### config.mk
export PLATFORM = sky130hd
export DESIGN_NAME = slm_spi_cmd_ctrl
export DESIGN_NICKNAME = d
export VERILOG_FILES = /design/src/rtl/slm_pkg.sv /design/src/rtl/slm_timeout_ctr.sv /design/src/rtl/slm_spi_cmd_ctrl.sv
export SDC_FILE = /design/constraint.sdc
export NUM_CORES = 1
export LEC_CHECK = 0
export ABC_AREA = 0
export ABC_CLOCK_PERIOD_IN_PS = 6100
export CELL_PAD_IN_SITES_DETAIL_PLACEMENT = 1
export CELL_PAD_IN_SITES_GLOBAL_PLACEMENT = 1
export CORE_MARGIN = 2
export CORE_UTILIZATION = 40
export CTS_CLUSTER_DIAMETER = 50
export CTS_CLUSTER_SIZE = 14
export DETAILED_ROUTE_END_ITERATION = 7
export DONT_BUFFER_PORTS = 1
export GPL_TIMING_DRIVEN = 0
export PLACE_DENSITY_LB_ADDON = 0.1
export SYNTH_ARGS = -nofsm -noshare
export SYNTH_HDL_FRONTEND = slang
export SYNTH_SLANG_ARGS = --single-unit
### constraint.sdc
create_clock -name i_clock -period 6.1 [get_ports i_clock]
set_clock_uncertainty 0.05 [all_clocks]
set_input_delay 1.22 -clock i_clock [delete_from_list [all_inputs] [get_ports i_clock]]
set_output_delay 1.22 -clock i_clock [all_outputs]
set_load 0.02 [all_outputs]
### src/rtl/slm_pkg.sv
// Shared definitions for the SLM command path: UART opcodes, response codes,
// command-sequencer states and SPI frame layout.
package slm_pkg;

  localparam logic [7:0] OP_WRITE = 8'h57;
  localparam logic [7:0] OP_READ  = 8'h52;

  localparam logic [7:0] RESP_ACK = 8'h06;
  localparam logic [7:0] RESP_NAK = 8'h15;

  // Read/write flag position in the SPI upper byte (1 = read).
  localparam int unsigned SPI_RW_BIT = 7;

  typedef enum logic [2:0] {
    S_IDLE,
    S_ADDR,
    S_DATA,
    S_SPI_START,
    S_SPI_WAIT,
    S_TX,
    S_TX_WAIT
  } state_e;

endpackage

### src/rtl/slm_timeout_ctr.sv
// Saturating inactivity counter; expire_o is high while enabled at the limit.
module slm_timeout_ctr #(
  parameter int unsigned TIMEOUT_CLKS = 50000
) (
  input  logic clk_i,
  input  logic rst_ni,
  input  logic clear_i,
  input  logic enable_i,
  output logic expire_o
);

  localparam int unsigned CntW = (TIMEOUT_CLKS > 1) ? $clog2(TIMEOUT_CLKS) : 1;
  localparam logic [CntW-1:0] Limit = CntW'(TIMEOUT_CLKS - 1);

  logic [CntW-1:0] cnt_d, cnt_q;

  always_comb begin
    cnt_d = cnt_q;
    if (clear_i) begin
      cnt_d = '0;
    end else if (enable_i && (cnt_q != Limit)) begin
      cnt_d = cnt_q + 1'b1;
    end
  end

  always_ff @(posedge clk_i or negedge rst_ni) begin
    if (!rst_ni) begin
      cnt_q <= '0;
    end else begin
      cnt_q <= cnt_d;
    end
  end

  assign expire_o = enable_i && (cnt_q == Limit);

endmodule

### src/rtl/slm_spi_cmd_ctrl.sv
// Turns 3-byte UART command frames into single SPI register transactions and
// returns a one-byte ACK/NAK/read-data response.
module slm_spi_cmd_ctrl
  import slm_pkg::*;
#(
  parameter int unsigned TIMEOUT_CLKS = 50000
) (
  input  logic       i_clock,
  input  logic       i_reset_n,
  input  logic       i_rx_dv,
  input  logic [7:0] i_rx_byte,
  output logic       o_tx_dv,
  output logic [7:0] o_tx_byte,
  input  logic       i_tx_active,
  input  logic       i_tx_done,
  output logic       o_spi_start,
  output logic [7:0] o_spi_upper,
  output logic [7:0] o_spi_lower,
  input  logic       i_spi_busy,
  input  logic       i_spi_done,
  input  logic [7:0] i_spi_rx,
  output logic       o_busy,
  output logic       o_frame_err
);

  state_e     state_d, state_q;
  logic [7:0] opcode_d, opcode_q;
  logic [7:0] addr_d, addr_q;
  logic [7:0] spi_upper_d, spi_upper_q;
  logic [7:0] spi_lower_d, spi_lower_q;
  logic [7:0] tx_byte_d, tx_byte_q;
  logic       frame_err_d, frame_err_q;
  logic       byte_accept, spi_start, tx_dv;
  logic       to_clear, to_enable, to_expire;

  always_comb begin
    state_d     = state_q;
    opcode_d    = opcode_q;
    addr_d      = addr_q;
    spi_upper_d = spi_upper_q;
    spi_lower_d = spi_lower_q;
    tx_byte_d   = tx_byte_q;
    frame_err_d = 1'b0;
    byte_accept = 1'b0;
    spi_start   = 1'b0;
    tx_dv       = 1'b0;

    unique case (state_q)
      S_IDLE: begin
        if (i_rx_dv) begin
          opcode_d    = i_rx_byte;
          byte_accept = 1'b1;
          state_d     = S_ADDR;
        end
      end
      // An arriving byte takes priority over a coincident timeout.
      S_ADDR: begin
        if (i_rx_dv) begin
          addr_d      = i_rx_byte;
          byte_accept = 1'b1;
          state_d     = S_DATA;
        end else if (to_expire) begin
          frame_err_d = 1'b1;
          state_d     = S_IDLE;
        end
      end
      S_DATA: begin
        if (i_rx_dv) begin
          byte_accept = 1'b1;
          if (opcode_q == OP_WRITE) begin
            spi_upper_d = {1'b0, addr_q[6:0]};
            spi_lower_d = i_rx_byte;
            state_d     = S_SPI_START;
          end else if (opcode_q == OP_READ) begin
            spi_upper_d             = {1'b0, addr_q[6:0]};
            spi_upper_d[SPI_RW_BIT] = 1'b1;
            spi_lower_d             = 8'h00;
            state_d                 = S_SPI_START;
          end else begin
            tx_byte_d = RESP_NAK;
            state_d   = S_TX;
          end
        end else if (to_expire) begin
          frame_err_d = 1'b1;
          state_d     = S_IDLE;
        end
      end
      S_SPI_START: begin
        frame_err_d = i_rx_dv;
        if (!i_spi_busy) begin
          spi_start = 1'b1;
          state_d   = S_SPI_WAIT;
        end
      end
      S_SPI_WAIT: begin
        frame_err_d = i_rx_dv;
        if (i_spi_done) begin
          tx_byte_d = spi_upper_q[SPI_RW_BIT] ? i_spi_rx : RESP_ACK;
          state_d   = S_TX;
        end else if (to_expire) begin
          frame_err_d = 1'b1;
          tx_byte_d   = RESP_NAK;
          state_d     = S_TX;
        end
      end
      S_TX: begin
        frame_err_d = i_rx_dv;
        if (!i_tx_active) begin
          tx_dv   = 1'b1;
          state_d = S_TX_WAIT;
        end
      end
      S_TX_WAIT: begin
        frame_err_d = i_rx_dv;
        if (i_tx_done) begin
          state_d = S_IDLE;
        end
      end
      default: state_d = S_IDLE;
    endcase
  end

  always_ff @(posedge i_clock or negedge i_reset_n) begin
    if (!i_reset_n) begin
      state_q     <= S_IDLE;
      opcode_q    <= 8'h00;
      addr_q      <= 8'h00;
      spi_upper_q <= 8'h00;
      spi_lower_q <= 8'h00;
      tx_byte_q   <= 8'h00;
      frame_err_q <= 1'b0;
    end else begin
      state_q     <= state_d;
      opcode_q    <= opcode_d;
      addr_q      <= addr_d;
      spi_upper_q <= spi_upper_d;
      spi_lower_q <= spi_lower_d;
      tx_byte_q   <= tx_byte_d;
      frame_err_q <= frame_err_d;
    end
  end

  assign to_clear  = byte_accept || (state_d != state_q);
  assign to_enable = (state_q == S_ADDR) || (state_q == S_DATA) || (state_q == S_SPI_WAIT);

  slm_timeout_ctr #(
    .TIMEOUT_CLKS (TIMEOUT_CLKS)
  ) u_timeout_ctr (
    .clk_i    (i_clock),
    .rst_ni   (i_reset_n),
    .clear_i  (to_clear),
    .enable_i (to_enable),
    .expire_o (to_expire)
  );

  assign o_tx_dv     = tx_dv;
  assign o_tx_byte   = tx_byte_q;
  assign o_spi_start = spi_start;
  assign o_spi_upper = spi_upper_q;
  assign o_spi_lower = spi_lower_q;
  assign o_busy      = (state_q != S_IDLE);
  assign o_frame_err = frame_err_q;

endmodule

# --- After elaboration in Yosys (flattened, before gate mapping) ---
# Cells that the tools add are included.
totals:
  ff_bits: 59
  inputBits: 23
  elab_cells: 77
classes:
  addsub: 1
  eq_ne: 15
  muxes: 36
  reduce_logical: 17
op_table:
  columns: ["operator", "count"]
  rows:
  - ["$mux W8", 10]
  - ["$mux W3", 11]
  - ["$mux W16", 2]
  - ["$pmux W3 S7", 1]
  - ["$add A16 B1 Y16 const B", 1]
  - ["$eq A16 B16 Y1 const B", 1]
  - ["$eq A8 B7 Y1 const B", 2]
  - ["$ne A16 B16 Y1 const B", 1]
  - ["$pmux W8 S2", 1]
  - ["$mux W1", 10]
  - ["$eq A3 B3 Y1 const B", 3]
  - ["$eq A3 B2 Y1 const B", 2]
  - ["$ne A2 B2 Y1 const B", 3]
  - ["$reduce_bool A2 Y1", 3]
  - ["$reduce_or A3 Y1", 2]
  - ["$reduce_and A5 Y1", 1]
  - ["$reduce_and A2 Y1", 2]
  - ["$eq A3 B1 Y1 const B", 1]
  - ["$logic_not A3 Y1", 1]
  - ["$logic_or A1 B1 Y1", 3]
  - ["$ne A3 B3 Y1", 1]
  - ["$ne A3 B3 Y1 const B", 1]
  - ["$pmux W1 S3", 1]
  - ["$reduce_and A3 Y1", 1]
  - ["other kinds (3)", 4]

# --- Logic depth before layout (Yosys ltp) ---
# Gate-level depths: netlist of run 1.
logic_depth:
  ltp_word: 10
  ltp_mapped: 8

# --- Cells and area by module ---
# Synthesis of run 1 repeated with hierarchy kept, for this count alone.
hier_totals:
  cells_unflattened: 256
  hier_area_um2: 2960.3
by_module_without_submodules:
  columns: ["mod", "n_inst", "cells_each", "area_per_inst_um2"]
  rows:
  - ["slm_spi_cmd_ctrl", 1, 156, 2013.2]
  - ["slm_timeout_ctr", 1, 100, 947.2]

# --- Worst setup path after synthesis of run 1 ---
# Ideal clock, no wire load.
synth_timing:
  path_kind: "input to output"
  start: "input i_tx_active"
  end: "output o_tx_dv"
  t_arrival_ns: 1.747
  t_required_ns: 4.830
  slack_ns: 3.083
  path_stages: 1
  n_path_buf: 0
  path_cell_list: "nor3b_1"
synth_between:
  elab_chain_cells: 2
synth_rtl:
  columns: ["item", "line_no", "rtl"]
  rows:
  - ["start, declared", "slm_spi_cmd_ctrl.sv:14", "input logic i_tx_active,"]
  - ["$mux W1", "slm_spi_cmd_ctrl.sv:108", "if (!i_tx_active) begin"]
  - ["$mux W1", "slm_spi_cmd_ctrl.sv:48", "unique case (state_q)"]
  - ["end, declared", "slm_spi_cmd_ctrl.sv:12", "output logic o_tx_dv,"]
# No other way between the ends.

# --- Worst setup path in the final report of run 1 ---
layout_timing:
  start: "register state_q[0]"
  end: "output o_spi_start"
layout_between:
  elab_chain_cells: 2
layout_rtl:
  columns: ["item", "line_no", "rtl"]
  rows:
  - ["start, declared", "slm_spi_cmd_ctrl.sv:26", "state_e state_d, state_q;"]
  - ["start signal, assigned", "slm_spi_cmd_ctrl.sv:133", "state_q <= state_d;"]
  - ["$eq A3 B2 Y1", "slm_spi_cmd_ctrl.sv:48", null]
  - ["$mux W1", "slm_spi_cmd_ctrl.sv:48", null]
  - ["end, declared", "slm_spi_cmd_ctrl.sv:16", "output logic o_spi_start,"]
# No other way between the ends.

==> run metrics, run 1 <==
status finished clean; synth warn 0; Sw Pwr 481 uW; Reg2Reg Setup Slack 3570 ps; EDFF count, synth 0; initial antenna violation count 0; post-synthesis xor/xnor area fraction 5.33%; period utilization 57.0%; setup TNS 0 ps; CP Launch Type register; DP Area 2920 sq um; FF-to-FF End o_spi_lower[6]$_DFFE_PN0P_; multiplexer share of the synthesized area 8.86%; drt drc 0; Synth Flop Type dfrtp_1; cell taking the most area after synthesis dfrtp_1; crit path max fanout 10; HPWL after detailed placement 4130 um; leakage power 0.00129 uW; nets@finish 287; CTS Buffer Depth 2; Design Area, Final 3080 sq um; worst min path class register to register; largest family of logic cells by synthesized area simple AND/OR/NAND/NOR gates; setup repair bufs after CTS 0; top cells by area, synth dfrtp_1 (53%), mux2_2 (8.9%), xnor2_1 (5.0%); relative slew slack 52.6%; via count 1976; Critical Path Sink o_spi_start; final setup fails 0; post-synthesis adder-cell area fraction 0.448%; synth unique cells 45; Fmax achieved 0.288 GHz; first-pass GRT wire length 9920 um; routed len/inst 16.6 um; count leader, synth dfrtp_1; Worst-Skew Late Latency 330 ps; Synthesized Nets 276; Sink Count 59; GP Congestion 0.771; fin. max-slew vios 0; worst slew pin tran 708 ps; Ports 51; share of flip-flops with an asynchronous set or reset 100%; post-synthesis sequential area ratio 52.8%; reg2reg start opcode_q[5]$_DFFE_PN0P_; Mapped Cells 252; GR Util All Layers 17.0%; final hold violation count 0; post-synthesis simple-gate area fraction 17.1%; number of global-route vias before repair 1963; combinational group share of total power 30.7%; die area 7670 sq um; share of post-route cells with drive strength above 1 16.9%; Die Wd 87.6 um; Clock Root Buffer clkbuf_8; clock slew at reported path FFs 70 ps; Max VDD drop 0.146 mV; Die H 87.6 um; area grow syn2layout 10.3%; DR iter-0 viols 53; max cap viols 0; share of the synthesized area in the top cell type 52.8%; n_diodes 0; Rows 30; Inserted Clock Buffers 9; post-DR vias/cell 5.44; R2R depth 6; # resized after CTS 0; Avg Synthesized Cell Area 11.1 sq um; Post-DRT Antenna Nets 0; Final min period 3480 ps; grt total ovfl 0; largest net degree at the start of global routing 60; Data required, critical path 4830 ps; DRT Pass-1 Iters 4; pwr dens 422 nW/um^2; Critical Path End Type primary output; critical setup path kind register to primary output; Pint 821 uW; synthesis-stage register bit count 59; input/output buffers 0; Clk pwr share 23.5%; Sw Ratio 37.0%; TritonCTS clock tree yes; sequential power share 45.8%; compound-cell area share of the yosys netlist 12.4%; DRT Wirelength 6030 um; H-tree lvl count 3; RSZ-0062 raised after global routing false; Initial Util 41.1%; Post-CTS Hold Buffers 0; Post-Syn Area 2800 sq um; core area 6790 sq um; critical path data arrival time 2210 ps; Critical path origin state_q[0]$_DFF_PN0_; Post-synth top cells dfrtp_1 (59), nor2_1 (29), mux2_2 (22)
## state kept, by name (all words and copies together) (netlist names)
name	count
o_frame_err	1
opcode_q	8
state_q	3
u_timeout_ctr.cnt_q	16
o_spi_lower	8
o_tx_byte	8
o_spi_upper	8
addr_q	7
## cells in the final DEF (no fill, tap or decap), types with 4 or more instances in the layout
master,count
a21oi_1,6
a22o_1,12
and3_1,4
clkbuf_1,6
clkbuf_8,10
dfrtp_1,59
inv_1,9
mux2_2,22
nand2_1,10
nand2b_1,5
nand3_1,7
nor2_1,29
nor3_1,10
o21ai_0,11
xnor2_1,16
## routing by layer
metal  global-route usage (%)  vias up  part of all wire (%)
met5                        0        -                     0
met4                     7.13        0                   1.4
met3                     5.28        8                   6.4
met2                     24.4       49                    44
met1                     23.7      991                    48
li1                         -      928                     -
## area by class of cell
class	count	area (sq um)
clock buffers	10	138
well taps	96	120
fillers	751	3710
flip-flops and latches	59	1480
clock inverters	5	30.0
inverters	9	33.8
plain buffers	11	50.0
multi-input cells	173	1230
## cell families (layout without fill, tap and decap cells)
| group | Yosys count | in the layout |
|---|---|---|
| xor gates and xnor gates | 17 | 17 |
| buffers and inverters | 20 | 35 |
| DFF | 59 | 59 |
| adders and majority gates | 1 | 1 |
| muxes | 22 | 22 |
| AOI/OAI and AO/OA | 46 | 46 |
| and+or+nand+nor | 87 | 87 |
## worst min-delay path by stage
| stage | start | endpoint | slack [ps] | depth (start not counted) |
|---|---|---|---|---|
| finish | addr_q[4]$_DFFE_PN0P_ | o_spi_upper[4]$_DFFE_PN0P_ | 460 | 1 |
| global route | addr_q[5]$_DFFE_PN0P_ | o_spi_upper[5]$_DFFE_PN0P_ | 470 | 1 |
| CTS | addr_q[4]$_DFFE_PN0P_ | o_spi_upper[4]$_DFFE_PN0P_ | 460 | 1 |
| detailed placement | addr_q[1]$_DFFE_PN0P_ | o_spi_upper[1]$_DFFE_PN0P_ | 440 | 1 |
| global placement | addr_q[5]$_DFFE_PN0P_ | o_spi_upper[5]$_DFFE_PN0P_ | 440 | 1 |
| floorplan | opcode_q[4]$_DFFE_PN0P_ | opcode_q[4]$_DFFE_PN0P_ | 420 | 1 |
## stage by stage
| stage | utilization, % | setup WS [ps] | cells | hold slack (ps) | power [uW] |
|---|---|---|---|---|---|
| floorplan | - | 3080 | 252 | 422 | 913 |
| global placement | 42.9 | 2690 | 348 | 437 | 1000 |
| detailed placement | 42.9 | 2720 | 348 | 441 | 1010 |
| CTS | 45.4 | 2620 | 363 | 462 | 1320 |
| global route | 45.4 | 2490 | 363 | 475 | 1400 |
| finish | 45.4 | 2620 | 363 | 457 | 1300 |
## worst max-delay path, cell delays in order (launching register included)
cell      delay, ps
dfrtp_1         410
clkbuf_1        340
buf_1           400
nand2_1         190
nor3_1          530
## power by group through the flow
stage	clock network (uW)	logic [uW]	registers [uW]
after floorplan	0	330	584
after global placement	0	398	603
after detailed placement	0	402	604
after CTS	317	404	598
after global routing	335	452	611
final	306	400	597
Note: power is estimated with default switching activity, not from simulation.
==> inputs of run 2 (changes only) <==
--- a/config.mk
+++ b/config.mk
@@ -6,7 +6,7 @@
 export NUM_CORES = 1
 export LEC_CHECK = 0
 export ABC_AREA = 0
-export ABC_CLOCK_PERIOD_IN_PS = 6100
+export ABC_CLOCK_PERIOD_IN_PS = 2800
 export CELL_PAD_IN_SITES_DETAIL_PLACEMENT = 1
 export CELL_PAD_IN_SITES_GLOBAL_PLACEMENT = 1
 export CORE_MARGIN = 2
==> constraint.sdc (replaced) <==
create_clock -name i_clock -period 2.8 [get_ports i_clock]
set_clock_uncertainty 0.05 [all_clocks]
set_input_delay 0.56 -clock i_clock [delete_from_list [all_inputs] [get_ports i_clock]]
set_output_delay 0.56 -clock i_clock [all_outputs]
set_load 0.02 [all_outputs]
==> run 2 against run 1 <==
  * Sequential share of layout area is 0.58 points lower
  * Core utilization is 0.55 points higher
  * Clock-buffer cell count stayed put
  * Die area stayed put
  * Cell area is 1.2% higher
  * Flip-flop and latch count stayed put
  * First-iteration DRC count is 9.4% higher
  * Total power is 120% higher
  * Register-to-register slack worse by 3300 ps
  * Combinational power is 120% higher
  * Non-clock buffer count is 1 higher
==> run metrics, run 2 (synthesized netlist as in run 1, its figures left out) <==
setup TNS 0 ps (unchanged); first-pass GRT wire length 9940 um (+0.14%); routed len/inst 16.6 um (+0.16%); max cap viols 0 (unchanged); DRT Wirelength 6060 um (+0.43%); commonest non-fill, non-tap cell in the layout dfrtp_1; critical path data arrival time 2030 ps (-180 ps); nets@finish 288 (+0.35%); drt drc 0 (unchanged); DP Area 2920 sq um (unchanged); TritonCTS clock tree yes; Post-DRT Antenna Nets 0 (unchanged); clock slew at reported path FFs 70 ps (about the same); Fmax achieved 0.380 GHz; most frequent cells in the layout dfrtp_1 (59), nor2_1 (29), mux2_2 (22); crit path max fanout 10 (unchanged); relative slew slack 52.9% (+0.23 points); Critical Path End Type primary output; setup repair bufs after CTS 0 (unchanged); worst min path class input pin to async pin; Data required, critical path 2190 ps (-2640 ps); Rows 30 (unchanged); Sequential cell area 1480 sq um (unchanged); Ports 51 (unchanged); Inserted Clock Buffers 9 (unchanged); Worst Setup Slack, final 165 ps (-2460 ps); RSZ-0062 raised after global routing false; leakage power 0.00130 uW (+1.2%); number of global-route vias before repair 1966 (+0.15%); critical setup path kind register to primary output; Reg2Reg Setup Slack 260 ps (-3310 ps); DR iter-0 viols 58 (+9.4%); H-tree lvl count 3 (unchanged); grt total ovfl 0 (unchanged); most flop-heavy register u_timeout_ctr.cnt_q; Critical path origin state_q[0]$_DFF_PN0_; GP Congestion 0.771 (unchanged); share of post-route cells with drive strength above 1 17.9% (+1.1 points); final hold violation count 0 (unchanged); fin. max-slew vios 0 (unchanged); Die H 87.6 um (unchanged); max reg flops 16 (unchanged); CTS Buffer Depth 2 (unchanged); Clock Root Buffer clkbuf_8; final setup fails 0 (unchanged); worst slew pin tran 704 ps (-3.42 ps); pwr dens 917 nW/um^2 (+120%); input/output buffers 0 (unchanged); Max VDD drop 0.319 mV (+120%); via count 1985 (+0.46%); R2R depth 6 (unchanged); GR Util All Layers 17.0% (+0.020 points); Fillers 746 (-0.67%); reg2reg start opcode_q[5]$_DFFE_PN0P_; core area 6790 sq um (unchanged); Sink Count 59 (unchanged); Multi-input gate area 1240 sq um (+0.81%); pre-CTS WS 83.3 ps (-2640 ps); Initial Util 41.1% (unchanged); FF-to-FF End o_spi_lower[6]$_DFFE_PN0P_; Final min period 2640 ps; area grow syn2layout 11.6%; status finished clean; largest net degree at the start of global routing 60 (unchanged); HPWL after detailed placement 4130 um (unchanged); CP Launch Type register; DRT Pass-1 Iters 4 (unchanged); Die Wd 87.6 um (unchanged); n_diodes 0 (unchanged); post-DR vias/cell 5.45 (+0.18%); period utilization 94.1%; initial antenna violation count 0 (unchanged); Worst-Skew Late Latency 330 ps (about the same); die area 7670 sq um (unchanged); Design Area, Final 3120 sq um (+1.2%)
-- run 2: cell types whose count changed in the layout (fill, tap and decap cells not counted), sizes merged --
cell,delta
buf,+1
-- run 2: worst max path at each step --
stage	slack, ps	to	cells past startpoint
2_1_floorplan	620	u_timeout_ctr.cnt_q[5]$_DFFE_PN0P_	6
3_3_place_gp	50	o_spi_lower[0]$_DFFE_PN0P_	6
3_5_place_dp	80	o_spi_lower[6]$_DFFE_PN0P_	6
4_1_cts	40	o_tx_dv	3
5_1_grt	10	o_spi_start	4
6_report	160	o_spi_start	4
-- run 2: per-stage QoR --
stage / hold slack [ps] / std cells / power (uW) / util (%)
floorplan: 214 / 252 / 1990 / -
global placement: 216 / 348 / 2180 / 42.9
detailed placement: 216 / 348 / 2190 / 42.9
CTS: 40.0 / 364 / 2900 / 45.9
global route: 49.3 / 364 / 3080 / 45.9
finish: 30.9 / 364 / 2860 / 45.9
-- run 2: critical path: stages, from the launching register on --
cell      delay, ps
dfrtp_1         410
clkbuf_1        340
buf_1           400
nand2_1         200
nor3_2          330
-- run 2: layer usage --
metal	GRT usage (%)	part of all wire (%)	up-vias
met4	7.13	1.4	0
met3	5.37	7.1	9
li1	-	-	928
met5	0	0	-
met1	23.7	48	988
met2	24.4	43	60
-- run 2: layout make-up --
type | instances | share of cell area, %
Sequential cell | 59 | 47.3
Buffer | 11 | 1.60
Timing Repair Buffer | 1 | 0.882
Tap cell | 96 | 3.85
Clock inverter | 5 | 0.962
Multi-Input combinational cell | 173 | 39.9
Inverter | 9 | 1.08
Clock buffer | 10 | 4.41
-- run 2: where the power goes --
part	internal [uW]	switching [uW]	total, uW
combinational	391	506	897
sequential	1070	232	1300
clock	335	330	665
total	1790	1070	2860
-- run 2: repair_timing --
item,CTS,global route
endpoints found under the hold margin,59,0
gates resized for setup,1,1
endpoints found under the setup margin,1,1
hold buffers,1,0
